## src/rtl/serdes_pkg.sv

```systemverilog
// -----------------------------------------------------------------------------
// serdes_pkg
// Shared definitions for the 8-bit side of the 8b/10b SerDes path.
//   K28_5        : comma character used for training and idle fill
//   link_state_t : link bring-up controller states
//   isComma()    : true when a decoded byte is the K28.5 comma
// -----------------------------------------------------------------------------
package serdes_pkg;

    localparam logic [7:0] K28_5 = 8'hBC;

    typedef enum logic [1:0] {
        HUNT,
        CHECK,
        UP
    } link_state_t;

    function automatic logic isComma(input logic [7:0] data, input logic isK);
        return isK && (data == K28_5);
    endfunction

endpackage

```

## src/rtl/link_sync_ctrl_if.sv

```systemverilog
// -----------------------------------------------------------------------------
// link_sync_ctrl_if
// Bundles the user-side and decoder/encoder-side signals of link_sync_ctrl.
//   Tx_Valid, Tx_Data_User, Tx_K_User      : user word to transmit
//   RxParallel_8, RxDataK                   : decoded byte from the decoder
//   Decode_Error, Disparity_Error           : decoder error flags for this word
//   TxParallel_8, TxDataK                   : byte and K flag to the encoder
//   Tx_Ready                                : user word accepted when Tx_Valid=1
//   Bitslip                                 : alignment shift request to the SIPO
//   Link_Up                                 : link trained
//   Rx_Valid, Rx_Data, Rx_K                 : received user word
//   Error_Count                             : saturating errored-word count
// modport slave  : the controller side (drives the outputs above)
// modport master : the user/PHY side (drives the inputs above)
// -----------------------------------------------------------------------------
interface link_sync_ctrl_if #(
    parameter int ERR_CNT_W = 16
);

    logic                 Tx_Valid;
    logic [7:0]           Tx_Data_User;
    logic                 Tx_K_User;
    logic [7:0]           RxParallel_8;
    logic                 RxDataK;
    logic                 Decode_Error;
    logic                 Disparity_Error;

    logic [7:0]           TxParallel_8;
    logic                 TxDataK;
    logic                 Tx_Ready;
    logic                 Bitslip;
    logic                 Link_Up;
    logic                 Rx_Valid;
    logic [7:0]           Rx_Data;
    logic                 Rx_K;
    logic [ERR_CNT_W-1:0] Error_Count;

    modport slave (
        input  Tx_Valid, Tx_Data_User, Tx_K_User,
        input  RxParallel_8, RxDataK, Decode_Error, Disparity_Error,
        output TxParallel_8, TxDataK, Tx_Ready, Bitslip, Link_Up,
        output Rx_Valid, Rx_Data, Rx_K, Error_Count
    );

    modport master (
        output Tx_Valid, Tx_Data_User, Tx_K_User,
        output RxParallel_8, RxDataK, Decode_Error, Disparity_Error,
        input  TxParallel_8, TxDataK, Tx_Ready, Bitslip, Link_Up,
        input  Rx_Valid, Rx_Data, Rx_K, Error_Count
    );

endinterface

```

## src/rtl/link_err_monitor.sv

```systemverilog
// -----------------------------------------------------------------------------
// link_err_monitor
// Tracks decoded word quality while the link is up.
//   i_clk          : word clock
//   i_reset        : synchronous active-high reset
//   i_active       : link is up; counting only happens while high
//   i_err          : current word is errored (decode or disparity)
//   o_forceDown    : this word pushes the leaky counter to the threshold
//   o_errorCount   : saturating count of errored words seen while active
// The leaky counter rises by one per errored word and falls by one after every
// GOOD_WINDOW consecutive clean words, so sparse errors are forgiven while a
// burst drives the link down.
// -----------------------------------------------------------------------------
module link_err_monitor #(
    parameter int ERR_THRESH  = 4,
    parameter int GOOD_WINDOW = 8,
    parameter int ERR_CNT_W   = 16
) (
    input  logic                 i_clk,
    input  logic                 i_reset,
    input  logic                 i_active,
    input  logic                 i_err,
    output logic                 o_forceDown,
    output logic [ERR_CNT_W-1:0] o_errorCount
);

    localparam int LEAK_W = $clog2(ERR_THRESH + 1);
    localparam int RUN_W  = $clog2(GOOD_WINDOW + 1);

    logic [LEAK_W-1:0]    r_leak;
    logic [RUN_W-1:0]     r_runCnt;
    logic [ERR_CNT_W-1:0] r_errorCount;
    logic [LEAK_W-1:0]    w_leakInc;
    logic                 w_forceDown;

    // The leak never rests at the threshold, so leak+1 always fits LEAK_W.
    // Force-down is decided combinationally so the controller leaves UP on
    // the same edge that samples the offending word.
    assign w_leakInc   = r_leak + LEAK_W'(1);
    assign w_forceDown = i_active && i_err && (w_leakInc >= LEAK_W'(ERR_THRESH));

    assign o_forceDown  = w_forceDown;
    assign o_errorCount = r_errorCount;

    always_ff @(posedge i_clk) begin
        if (i_reset) begin
            r_leak       <= '0;
            r_runCnt     <= '0;
            r_errorCount <= '0;
        end else if (!i_active) begin
            // Each link-up session starts with a clean slate; the total
            // error count is kept.
            r_leak   <= '0;
            r_runCnt <= '0;
        end else if (i_err) begin
            if (r_errorCount != {ERR_CNT_W{1'b1}}) begin
                r_errorCount <= r_errorCount + ERR_CNT_W'(1);
            end
            r_leak   <= w_forceDown ? '0 : w_leakInc;
            r_runCnt <= '0;
        end else if (r_runCnt == RUN_W'(GOOD_WINDOW - 1)) begin
            r_runCnt <= '0;
            if (r_leak != '0) begin
                r_leak <= r_leak - LEAK_W'(1);
            end
        end else begin
            r_runCnt <= r_runCnt + RUN_W'(1);
        end
    end

endmodule

```

## src/rtl/link_sync_ctrl.sv

```systemverilog
// -----------------------------------------------------------------------------
// link_sync_ctrl
// Link bring-up and word-alignment controller for the 8b/10b path.
//   i_BitCLK_10 : word clock, one cycle per 10-bit symbol
//   i_Reset     : synchronous active-high reset
//   io_link     : link_sync_ctrl_if slave port (user TX/RX, decoder flags,
//                 encoder byte, Bitslip, Link_Up, Error_Count)
// Trains with K28.5 commas, pulses Bitslip while hunting for alignment,
// declares the link up after SYNC_COMMAS consecutive clean commas, then
// passes user data until the error monitor forces the link back down.
// All outputs are registered.
// -----------------------------------------------------------------------------
module link_sync_ctrl
    import serdes_pkg::*;
#(
    parameter int SLIP_WAIT   = 16,
    parameter int SYNC_COMMAS = 4,
    parameter int ERR_THRESH  = 4,
    parameter int GOOD_WINDOW = 8,
    parameter int ERR_CNT_W   = 16
) (
    input  logic            i_BitCLK_10,
    input  logic            i_Reset,
    link_sync_ctrl_if.slave io_link
);

    localparam int SLIP_W = $clog2(SLIP_WAIT + 1);
    localparam int GOOD_W = $clog2(SYNC_COMMAS + 1);

    link_state_t          r_state;
    logic [SLIP_W-1:0]    r_slipCnt;
    logic [GOOD_W-1:0]    r_goodCnt;
    logic [7:0]           r_txData;
    logic                 r_txK;
    logic                 r_txReady;
    logic                 r_bitslip;
    logic                 r_linkUp;
    logic                 r_rxValid;
    logic [7:0]           r_rxData;
    logic                 r_rxK;

    logic                 w_comma;
    logic                 w_err;
    logic                 w_cleanComma;
    logic                 w_forceDown;
    logic [ERR_CNT_W-1:0] w_errorCount;

    assign w_comma      = isComma(io_link.RxParallel_8, io_link.RxDataK);
    assign w_err        = io_link.Decode_Error | io_link.Disparity_Error;
    assign w_cleanComma = w_comma && !w_err;

    link_err_monitor #(
        .ERR_THRESH  (ERR_THRESH),
        .GOOD_WINDOW (GOOD_WINDOW),
        .ERR_CNT_W   (ERR_CNT_W)
    ) u_errMonitor (
        .i_clk        (i_BitCLK_10),
        .i_reset      (i_Reset),
        .i_active     (r_state == UP),
        .i_err        (w_err),
        .o_forceDown  (w_forceDown),
        .o_errorCount (w_errorCount)
    );

    assign io_link.TxParallel_8 = r_txData;
    assign io_link.TxDataK      = r_txK;
    assign io_link.Tx_Ready     = r_txReady;
    assign io_link.Bitslip      = r_bitslip;
    assign io_link.Link_Up      = r_linkUp;
    assign io_link.Rx_Valid     = r_rxValid;
    assign io_link.Rx_Data      = r_rxData;
    assign io_link.Rx_K         = r_rxK;
    assign io_link.Error_Count  = w_errorCount;

    // Controller FSM with the TX mux. Tx_Ready and Link_Up are registered
    // copies of "next state is UP", so a user word is accepted whenever the
    // registered Tx_Ready is high; that still holds on the edge that drops
    // the link, which lets the last accepted word go out.
    always_ff @(posedge i_BitCLK_10) begin
        if (i_Reset) begin
            r_state   <= HUNT;
            r_slipCnt <= '0;
            r_goodCnt <= '0;
            r_txData  <= K28_5;
            r_txK     <= 1'b1;
            r_txReady <= 1'b0;
            r_bitslip <= 1'b0;
            r_linkUp  <= 1'b0;
            r_rxValid <= 1'b0;
            r_rxData  <= '0;
            r_rxK     <= 1'b0;
        end else begin
            if (r_txReady && io_link.Tx_Valid) begin
                r_txData <= io_link.Tx_Data_User;
                r_txK    <= io_link.Tx_K_User;
            end else begin
                r_txData <= K28_5;
                r_txK    <= 1'b1;
            end

            r_bitslip <= 1'b0;
            r_rxValid <= 1'b0;

            case (r_state)
                HUNT: begin
                    if (w_cleanComma) begin
                        r_slipCnt <= '0;
                        if (SYNC_COMMAS <= 1) begin
                            r_state   <= UP;
                            r_goodCnt <= '0;
                            r_linkUp  <= 1'b1;
                            r_txReady <= 1'b1;
                        end else begin
                            r_state   <= CHECK;
                            r_goodCnt <= GOOD_W'(1);
                        end
                    end else if (r_slipCnt == SLIP_W'(SLIP_WAIT - 1)) begin
                        // Counter restarts from zero after a pulse, so two
                        // pulses can never land in adjacent cycles.
                        r_bitslip <= 1'b1;
                        r_slipCnt <= '0;
                    end else begin
                        r_slipCnt <= r_slipCnt + SLIP_W'(1);
                    end
                end

                CHECK: begin
                    if (w_err) begin
                        r_state   <= HUNT;
                        r_slipCnt <= '0;
                        r_goodCnt <= '0;
                    end else if (w_comma) begin
                        if (r_goodCnt == GOOD_W'(SYNC_COMMAS - 1)) begin
                            r_state   <= UP;
                            r_goodCnt <= '0;
                            r_linkUp  <= 1'b1;
                            r_txReady <= 1'b1;
                        end else begin
                            r_goodCnt <= r_goodCnt + GOOD_W'(1);
                        end
                    end
                end

                UP: begin
                    if (!w_err && !w_comma) begin
                        r_rxValid <= 1'b1;
                        r_rxData  <= io_link.RxParallel_8;
                        r_rxK     <= io_link.RxDataK;
                    end
                    if (w_forceDown) begin
                        r_state   <= HUNT;
                        r_slipCnt <= '0;
                        r_linkUp  <= 1'b0;
                        r_txReady <= 1'b0;
                    end
                end

                default: begin
                    r_state <= HUNT;
                end
            endcase
        end
    end

endmodule

```

## src/flat_wrapper.sv

```systemverilog
// flat-port wrapper written by rule: the top's interface ports become plain ports
module link_sync_ctrl_flat import serdes_pkg::*;
#(
    parameter int SLIP_WAIT   = 16,
    parameter int SYNC_COMMAS = 4,
    parameter int ERR_THRESH  = 4,
    parameter int GOOD_WINDOW = 8,
    parameter int ERR_CNT_W   = 16
)
  (i_BitCLK_10, i_Reset, io_link_Tx_Valid, io_link_Tx_Data_User, io_link_Tx_K_User, io_link_RxParallel_8, io_link_RxDataK, io_link_Decode_Error, io_link_Disparity_Error, io_link_TxParallel_8, io_link_TxDataK, io_link_Tx_Ready, io_link_Bitslip, io_link_Link_Up, io_link_Rx_Valid, io_link_Rx_Data, io_link_Rx_K, io_link_Error_Count);
  link_sync_ctrl_if #(.ERR_CNT_W(ERR_CNT_W)) io_link_i ();
  input  logic i_BitCLK_10;
  input  logic i_Reset;
  input wire logic [$bits(io_link_i.Tx_Valid)-1:0] io_link_Tx_Valid;
  input wire logic [$bits(io_link_i.Tx_Data_User)-1:0] io_link_Tx_Data_User;
  input wire logic [$bits(io_link_i.Tx_K_User)-1:0] io_link_Tx_K_User;
  input wire logic [$bits(io_link_i.RxParallel_8)-1:0] io_link_RxParallel_8;
  input wire logic [$bits(io_link_i.RxDataK)-1:0] io_link_RxDataK;
  input wire logic [$bits(io_link_i.Decode_Error)-1:0] io_link_Decode_Error;
  input wire logic [$bits(io_link_i.Disparity_Error)-1:0] io_link_Disparity_Error;
  output wire logic [$bits(io_link_i.TxParallel_8)-1:0] io_link_TxParallel_8;
  output wire logic [$bits(io_link_i.TxDataK)-1:0] io_link_TxDataK;
  output wire logic [$bits(io_link_i.Tx_Ready)-1:0] io_link_Tx_Ready;
  output wire logic [$bits(io_link_i.Bitslip)-1:0] io_link_Bitslip;
  output wire logic [$bits(io_link_i.Link_Up)-1:0] io_link_Link_Up;
  output wire logic [$bits(io_link_i.Rx_Valid)-1:0] io_link_Rx_Valid;
  output wire logic [$bits(io_link_i.Rx_Data)-1:0] io_link_Rx_Data;
  output wire logic [$bits(io_link_i.Rx_K)-1:0] io_link_Rx_K;
  output wire logic [$bits(io_link_i.Error_Count)-1:0] io_link_Error_Count;
  assign io_link_i.Tx_Valid = io_link_Tx_Valid;
  assign io_link_i.Tx_Data_User = io_link_Tx_Data_User;
  assign io_link_i.Tx_K_User = io_link_Tx_K_User;
  assign io_link_i.RxParallel_8 = io_link_RxParallel_8;
  assign io_link_i.RxDataK = io_link_RxDataK;
  assign io_link_i.Decode_Error = io_link_Decode_Error;
  assign io_link_i.Disparity_Error = io_link_Disparity_Error;
  assign io_link_TxParallel_8 = io_link_i.TxParallel_8;
  assign io_link_TxDataK = io_link_i.TxDataK;
  assign io_link_Tx_Ready = io_link_i.Tx_Ready;
  assign io_link_Bitslip = io_link_i.Bitslip;
  assign io_link_Link_Up = io_link_i.Link_Up;
  assign io_link_Rx_Valid = io_link_i.Rx_Valid;
  assign io_link_Rx_Data = io_link_i.Rx_Data;
  assign io_link_Rx_K = io_link_i.Rx_K;
  assign io_link_Error_Count = io_link_i.Error_Count;
  link_sync_ctrl #(.SLIP_WAIT(SLIP_WAIT), .SYNC_COMMAS(SYNC_COMMAS), .ERR_THRESH(ERR_THRESH), .GOOD_WINDOW(GOOD_WINDOW), .ERR_CNT_W(ERR_CNT_W)) u_core (.i_BitCLK_10(i_BitCLK_10), .i_Reset(i_Reset), .io_link(io_link_i));
endmodule
```

## config.mk

```make
export PLATFORM = sky130hd
export DESIGN_NAME = link_sync_ctrl_flat
export DESIGN_NICKNAME = d
export VERILOG_FILES = /design/src/rtl/serdes_pkg.sv /design/src/rtl/link_sync_ctrl_if.sv /design/src/rtl/link_err_monitor.sv /design/src/rtl/link_sync_ctrl.sv /design/src/flat_wrapper.sv
export SDC_FILE = /design/constraint.sdc
export NUM_CORES = 1
export LEC_CHECK = 0
export CORE_ASPECT_RATIO = 0.75
export CORE_UTILIZATION = 40
export DETAILED_ROUTE_END_ITERATION = 10
export PLACE_DENSITY = 0.7
export SLEW_MARGIN = 20
export SYNTH_ARGS = -nofsm -noshare
export SYNTH_HDL_FRONTEND = slang
export SYNTH_SLANG_ARGS = --single-unit
export TNS_END_PERCENT = 10
```

## constraint.sdc

```tcl
create_clock -name i_BitCLK_10 -period 1.8 [get_ports i_BitCLK_10]
set_input_delay 0.27 -clock i_BitCLK_10 [delete_from_list [all_inputs] [get_ports i_BitCLK_10]]
set_output_delay 0.27 -clock i_BitCLK_10 [all_outputs]
set_load 0.005 [all_outputs]
```

Word level (Yosys, flattened, before mapping):

Cells that the tools add are included.

* word-level logic and storage cells: 92
* flip-flop bits (word level): 54
* output and inout bits: 38

* eq/ne operators: 15
* mux-type cells: 27
* reduce and logical (&&, ||, !) cells: 26
* bitwise gates (word level): 4
* add/subtract/negate cells: 6
* magnitude comparators: 1

Operators by type and width (count)
* 3-bit two-way mux: 8
* 5-bit two-way mux: 4
* 16-bit by 1-bit adder with 16-bit output (second input constant): 1
* 16-bit != test (second input constant): 1
* 5-bit case mux with 3 select lines: 1
* 2-bit two-way mux: 5
* 3-bit AND reduction: 3
* 8-bit equality test (second input constant): 1
* 2-bit by 1-bit != test with 1-bit output (second input constant): 4
* 2-bit nonzero test: 4
* 3-bit by 1-bit adder with 3-bit output (second input constant): 2
* 1-bit logical AND: 6
* 1-bit two-way mux: 6
* 3-bit by 2-bit != test with 1-bit output (second input constant): 2
* 2-bit case mux with 3 select lines: 1
* 3-bit case mux with 2 select lines: 1
* 3-bit nonzero test: 2
* 5-bit by 1-bit adder with 5-bit output (second input constant): 1
* 5-bit by 4-bit equality test with 1-bit output (second input constant): 1
* 5-bit AND reduction: 1
* 4-bit by 1-bit adder with 4-bit output (second input constant): 1
* 4-bit by 3-bit equality test with 1-bit output (second input constant): 1
* 2-bit != test (second input constant): 2
* 2-bit AND reduction: 2
* 14 further kinds: 18

Logic depth before layout (Yosys ltp):

* word-level depth: 5
* depth in mapped cells: 8

Modules after synthesis:

From an unflattened synthesis, not the netlist that was laid out.

* cells, all modules: 284
* area total of the unflattened synthesis: 2633.8 µm²

By module, submodules not included
* link_sync_ctrl: cells each 137, area each 1345.0 µm², instances 1, seq. area each 620.6 µm²
* link_err_monitor: cells each 147, area each 1288.7 µm², instances 1, seq. area each 460.4 µm²

Worst setup path after synthesis:

No wires, ideal clock.

* path type: register -> register
* from: register u_core.u_errMonitor.r_leak[0]
* to: register u_core.r_slipCnt[2]
* required time: 1.729 ns
* path slack: 0.125 ns
* setup time: 0.071 ns
* stages on the path, launching flop included: 7
* data arrival time: 1.604 ns
* buffers on the path: 0
* path through: dfxtp_1 ha_1 xnor2_1 o21ai_4 nand3b_4 or4_1 a21oi_1

* longest elaborated chain between the ends: 5

Ends and longest elaborated chain
* from (decl): RTL line link_err_monitor.sv:30 `logic [LEAK_W-1:0] r_leak;`
* from (signal assigned): RTL line link_err_monitor.sv:59 `r_leak <= w_forceDown ? '0 : w_leakInc;`
* from (signal assigned): RTL line link_err_monitor.sv:64 `r_leak <= r_leak - LEAK_W'(1);`
* 3-bit by 1-bit adder with 3-bit output: RTL line link_err_monitor.sv:39 `assign w_leakInc = r_leak + LEAK_W'(1);`
* 3-bit greater-or-equal comparator: RTL line link_err_monitor.sv:40 `assign w_forceDown = i_active && i_err && (w_leakInc >= LEAK_W'(ERR_THRESH));`
* 1-bit logical AND: RTL line link_err_monitor.sv:40
* 2-bit by 1-bit != test with 1-bit output (no line)
* 3-bit AND reduction (no line)
* to (signal assigned): RTL line link_sync_ctrl.sv:123 `r_slipCnt <= r_slipCnt + SLIP_W'(1);`
* to (decl): RTL line link_sync_ctrl.sv:31 `logic [SLIP_W-1:0] r_slipCnt;`

No other way between the ends.
A chain may end at the register's enable or synchronous reset.

Worst setup path after layout:

* from: register u_core.r_state[1]
* to: register u_core.r_slipCnt[3]

* longest elaborated chain between the ends: 5
* elaborated cells between the ends (all ways): 10

Ends and longest elaborated chain
* from (decl): RTL line link_sync_ctrl.sv:30 `link_state_t r_state;`
* from (signal assigned): RTL line link_sync_ctrl.sv:81 `r_state <= HUNT;`
* from (signal assigned): RTL line link_sync_ctrl.sv:109 `r_state <= UP;`
* from (signal assigned): RTL line link_sync_ctrl.sv:114 `r_state <= CHECK;`
* 2-bit equality test: RTL line link_sync_ctrl.sv:59, link_sync_ctrl.sv:104
* 1-bit logical AND (2 in series): RTL line link_err_monitor.sv:40
* 2-bit by 1-bit != test with 1-bit output (no line)
* 3-bit AND reduction (no line)

Parallel ways exist; a longest one is shown, timed or not.

==> run_results.csv <==
group,metric,value,unit
layout,area_delta_synth_final,41.3,%
cts,ctsHtreeMaxLevel,2,
critical_path,required,2040,ps
logic_synthesis,syn_inst,272,
global_route,grt_pass1_vias,2095,
critical_path,path_max_fanout,4,
power,clkPwrFrac,37.6,%
floorplan,die_area,0.00650,mm²
min_path,hp-class,"register to register",
cts,cts_tree,"yes",
detailed_routing,num_vias,2212,
power,p_per_area,621,mW/mm²
cts,numCtsBuffers,5,
layout,final_nets,393,
critical_path,cp-end-kind,"register",
logic_synthesis,ys_seq_elements,54,
layout,diodes,0,
global_route,antenna_found_initial,0,
critical_path,reg2reg_from,"u_core.r_state[1]$_SDFFE_PP0P_",
floorplan,core-area,0.00589,mm²
global_route,grt_pass1_wl,9710,µm
logic_synthesis,yosysWarnings,0,
detailed_routing,first_iter_violations,82,
critical_path,cp_top_family,"simple AND/OR/NAND/NOR gates",
layout,fill_cells,518,
floorplan,placementRows,24,
critical_path,slowest_delay,520,ps
logic_synthesis,syn_avg_cell_area,9.09,µm²
power,cellLeakagePower,1.36,nW
sta,hold_violations,0,
power,combPwrFrac,6.9,%
floorplan,initial_core_util,42.0,%
sta,post-route-period-util,96.7,%
critical_path,crit_start,"u_core.r_state[1]$_SDFFE_PP0P_",
power,p_switching,0.470,mW
cts,insertion_delay,310,ps
critical_path,cp_cell_sequence,"inv_1, ha_1, nand3b_1, or4_1, a21oi_1",
sta,min_period,1740,ps
power,swShare,21.6,%
placed_design,hpwl,4230,µm
detailed_routing,drtAntennaViolNets,0,
logic_synthesis,synth_area,0.00247,mm²
critical_path,crit_path_top_delay_cell,"or4_1",
logic_synthesis,synth-adder-area-share,6.07,%
cts,path_clk_slew,100,ps
sta,tightest_slew,439,ps
run_status,status,"complete, no violations",
power,vdd_ir_drop_max,0.444,mV
critical_path,start_kind,"register",
cts,root_buffer,"clkbuf_8",
placed_design,post-place-ws,-231,ps
sta,relSlewSlack,70.6,%
cts,clock-sinks,54,
logic_synthesis,synth_nets,307,
detailed_routing,wl,5630,µm
layout,layout_common_cells,"clkdlybuf4s50_1 (60), dfxtp_1 (53), nor2_1 (43)",
floorplan,num_io_pins,61,
floorplan,dieHeight,70.1,µm
sta,fin_skew,9.84,ps
power,p_int,1.70,mW
power,sequentialPowerShare,55.5,%
global_route,gr-usage-all-layers,18.7,%
cts,cts.path.max_buffers,2,
placed_design,place.gp.congestion,0.827,
sta,rsz0062_at_grt,"true",
layout,mostFrequentLayoutCell,"clkdlybuf4s50_1",
logic_synthesis,ys_async_sr_fraction,0,%
critical_path,arrival,1980,ps
logic_synthesis,seq_area_frac_synth,43.7,%
power,finalPower,2.17,mW
global_route,grt_max_degree,28,
logic_synthesis,synthSimpleGateAreaFrac,23.4,%
detailed_routing,wl_per_cell,12.9,µm
logic_synthesis,synth_top_family_by_area,"simple AND/OR/NAND/NOR gates",
sta,fin_ws,58.8,ps
sta,slew_violations,0,
flow_run,cap_viol_max_count,0,
layout,drive_gt1_share,16.7,%
detailed_routing,vias_per_cell,5.06,
min_path,hold_start,"u_core.u_errMonitor.r_runCnt[0]$_SDFF_PP0_",
logic_synthesis,synthFlopType,"dfxtp_1",
placed_design,port_buffers,60,
logic_synthesis,synth_xor_area_share,5.31,%
sta,setup-violations-final,0,
logic_synthesis,synth_compound_area_share,13.4,%
sta,fmax,0.574,GHz
floorplan,dieWidth,92.8,µm
critical_path,path_class,"register to register",
logic_synthesis,synth.distinct_cells,51,
logic_synthesis,synth-edff-count,0,
detailed_routing,drc,0,
logic_synthesis,synth.area.mux_share,4.10,%
detailed_routing,first_pass_iters,4,
critical_path,path_buf_inv,1,
global_route,grt.overflow.total,0,
## logic make-up after synthesis
| family | Yosys count |
|---|---|
| DFF | 54 |
| and+or+nand+nor | 108 |
| adders and majority gates | 12 |
| AOI/OAI and AO/OA | 49 |
| xor gates and xnor gates | 15 |
| buffers and inverters | 24 |
| muxes | 10 |
## per-layer routing
| metal | global-route usage, % | wire length (µm) | vias to the layer above |
|---|---|---|---|
| met3 | 4.36 | 294 | 7 |
| met4 | 6.15 | 80 | 0 |
| met5 | 0 | 0 | - |
| li1 | - | - | 1129 |
| met1 | 26.1 | 2850 | 1023 |
| met2 | 28.3 | 2400 | 53 |
## synth_stat cells (2+ instances only)
cell       number  area share [%]
or3_1           3            0.76
and4_1          2            0.71
buf_2           4            0.81
o311ai_0        2            0.71
inv_1          13             2.0
nor3b_1         2            0.61
nand2_1         6            0.91
nand4_1         9             2.3
a21oi_1        12             2.4
or4_1           2            0.61
a31oi_1         2            0.51
xnor2_1         4             1.4
ha_1           12             6.1
o221ai_1        2            0.71
nor2_1         43             6.5
o21ai_0        15             3.0
mux2i_1         9             3.6
a311oi_1        2            0.71
o211ai_1        2            0.61
dfxtp_1        54              44
o2111ai_1       3             1.1
nand3_1        10             2.0
xor2_1         11             3.9
or2_2           7             1.8
nand2b_1        3            0.76
and2_1          2            0.51
clkbuf_1        6            0.91
nand3b_1        4             1.2
nor3_1          4            0.81
## worst paths after layout
path	to	slack (ps)	cells past startpoint
hold / removal	u_core.u_errMonitor.r_runCnt[0]$_SDFF_PP0_	460	1
setup / recovery	u_core.r_slipCnt[3]$_SDFFE_PP0P_	60	5
setup reg to reg	u_core.r_slipCnt[3]$_SDFFE_PP0P_	60	5
hold reg to reg	u_core.u_errMonitor.r_runCnt[0]$_SDFF_PP0_	460	1
## final cells by class
class                      instances  area [µm²]  share of cell area (%)
tap                               78        97.6                    2.79
timing repair buffer              90         838                    24.0
multi-input combinational        194        1310                    37.6
sequential                        54        1080                    31.1
inverter                          13        48.8                    1.40
clock buffer                       6        72.6                    2.08
clock inverter                     2        37.5                    1.07
## through the flow
| step | setup TNS [ps] | area (µm²) | cells | util (%) | hold slack, ps |
|---|---|---|---|---|---|
| 2_1_floorplan | 0 | 2470 | 272 | - | 377 |
| 3_3_place_gp | -2940 | 3360 | 429 | 57.1 | 428 |
| 3_5_place_dp | -4610 | 3360 | 429 | 57.1 | 447 |
| 4_1_cts | 0 | 3480 | 437 | 59.1 | 461 |
| 5_1_grt | -68.1 | 3490 | 437 | 59.4 | 479 |
| 6_report | 0 | 3490 | 437 | 59.4 | 458 |
## power by group through the flow
| stage | Clock [mW] | Sequential, mW | Combinational, mW |
|---|---|---|---|
| 5_1_grt | 0.893 | 1.21 | 0.166 |
| 3_3_place_gp | 0 | 1.23 | 0.149 |
| 4_1_cts | 0.846 | 1.21 | 0.150 |
| 3_5_place_dp | 0 | 1.23 | 0.150 |
| 6_report | 0.816 | 1.20 | 0.151 |
| 2_1_floorplan | 0 | 1.23 | 0.0621 |
## sequential cells by signal, indices dropped and copies added, names as in the netlist
signal                            count
u_core.u_errMonitor.o_errorCount     16
u_core.io_link.Rx_Data                8
u_core.io_link.TxParallel_8           8
u_core.r_slipCnt                      5
u_core.u_errMonitor.r_runCnt          4
u_core.r_goodCnt                      3
u_core.u_errMonitor.r_leak            3
u_core.r_state                        2
u_core.io_link.Bitslip                1
u_core.io_link.Rx_K                   1
u_core.io_link.Rx_Valid               1
u_core.io_link.TxDataK                1
u_core.io_link.Tx_Ready               1
## worst register-to-register path: cells and delay by family, from the launching register on
| kind | cells | cell delay [ps] |
|---|---|---|
| DFF | 1 | 380 |
| adders and majority gates | 1 | 320 |
| and+or+nand+nor | 2 | 750 |
| AOI/OAI and AO/OA | 1 | 150 |
| buffers and inverters | 1 | 80 |
## timing repair
item	4_1_cts	5_1_grt
setup endpoints to repair	10	16
hold buffers	0	0
pin swaps	0	0
buffers inserted	0	0
resized for setup	2	6
(Power assumes the default switching activity.)
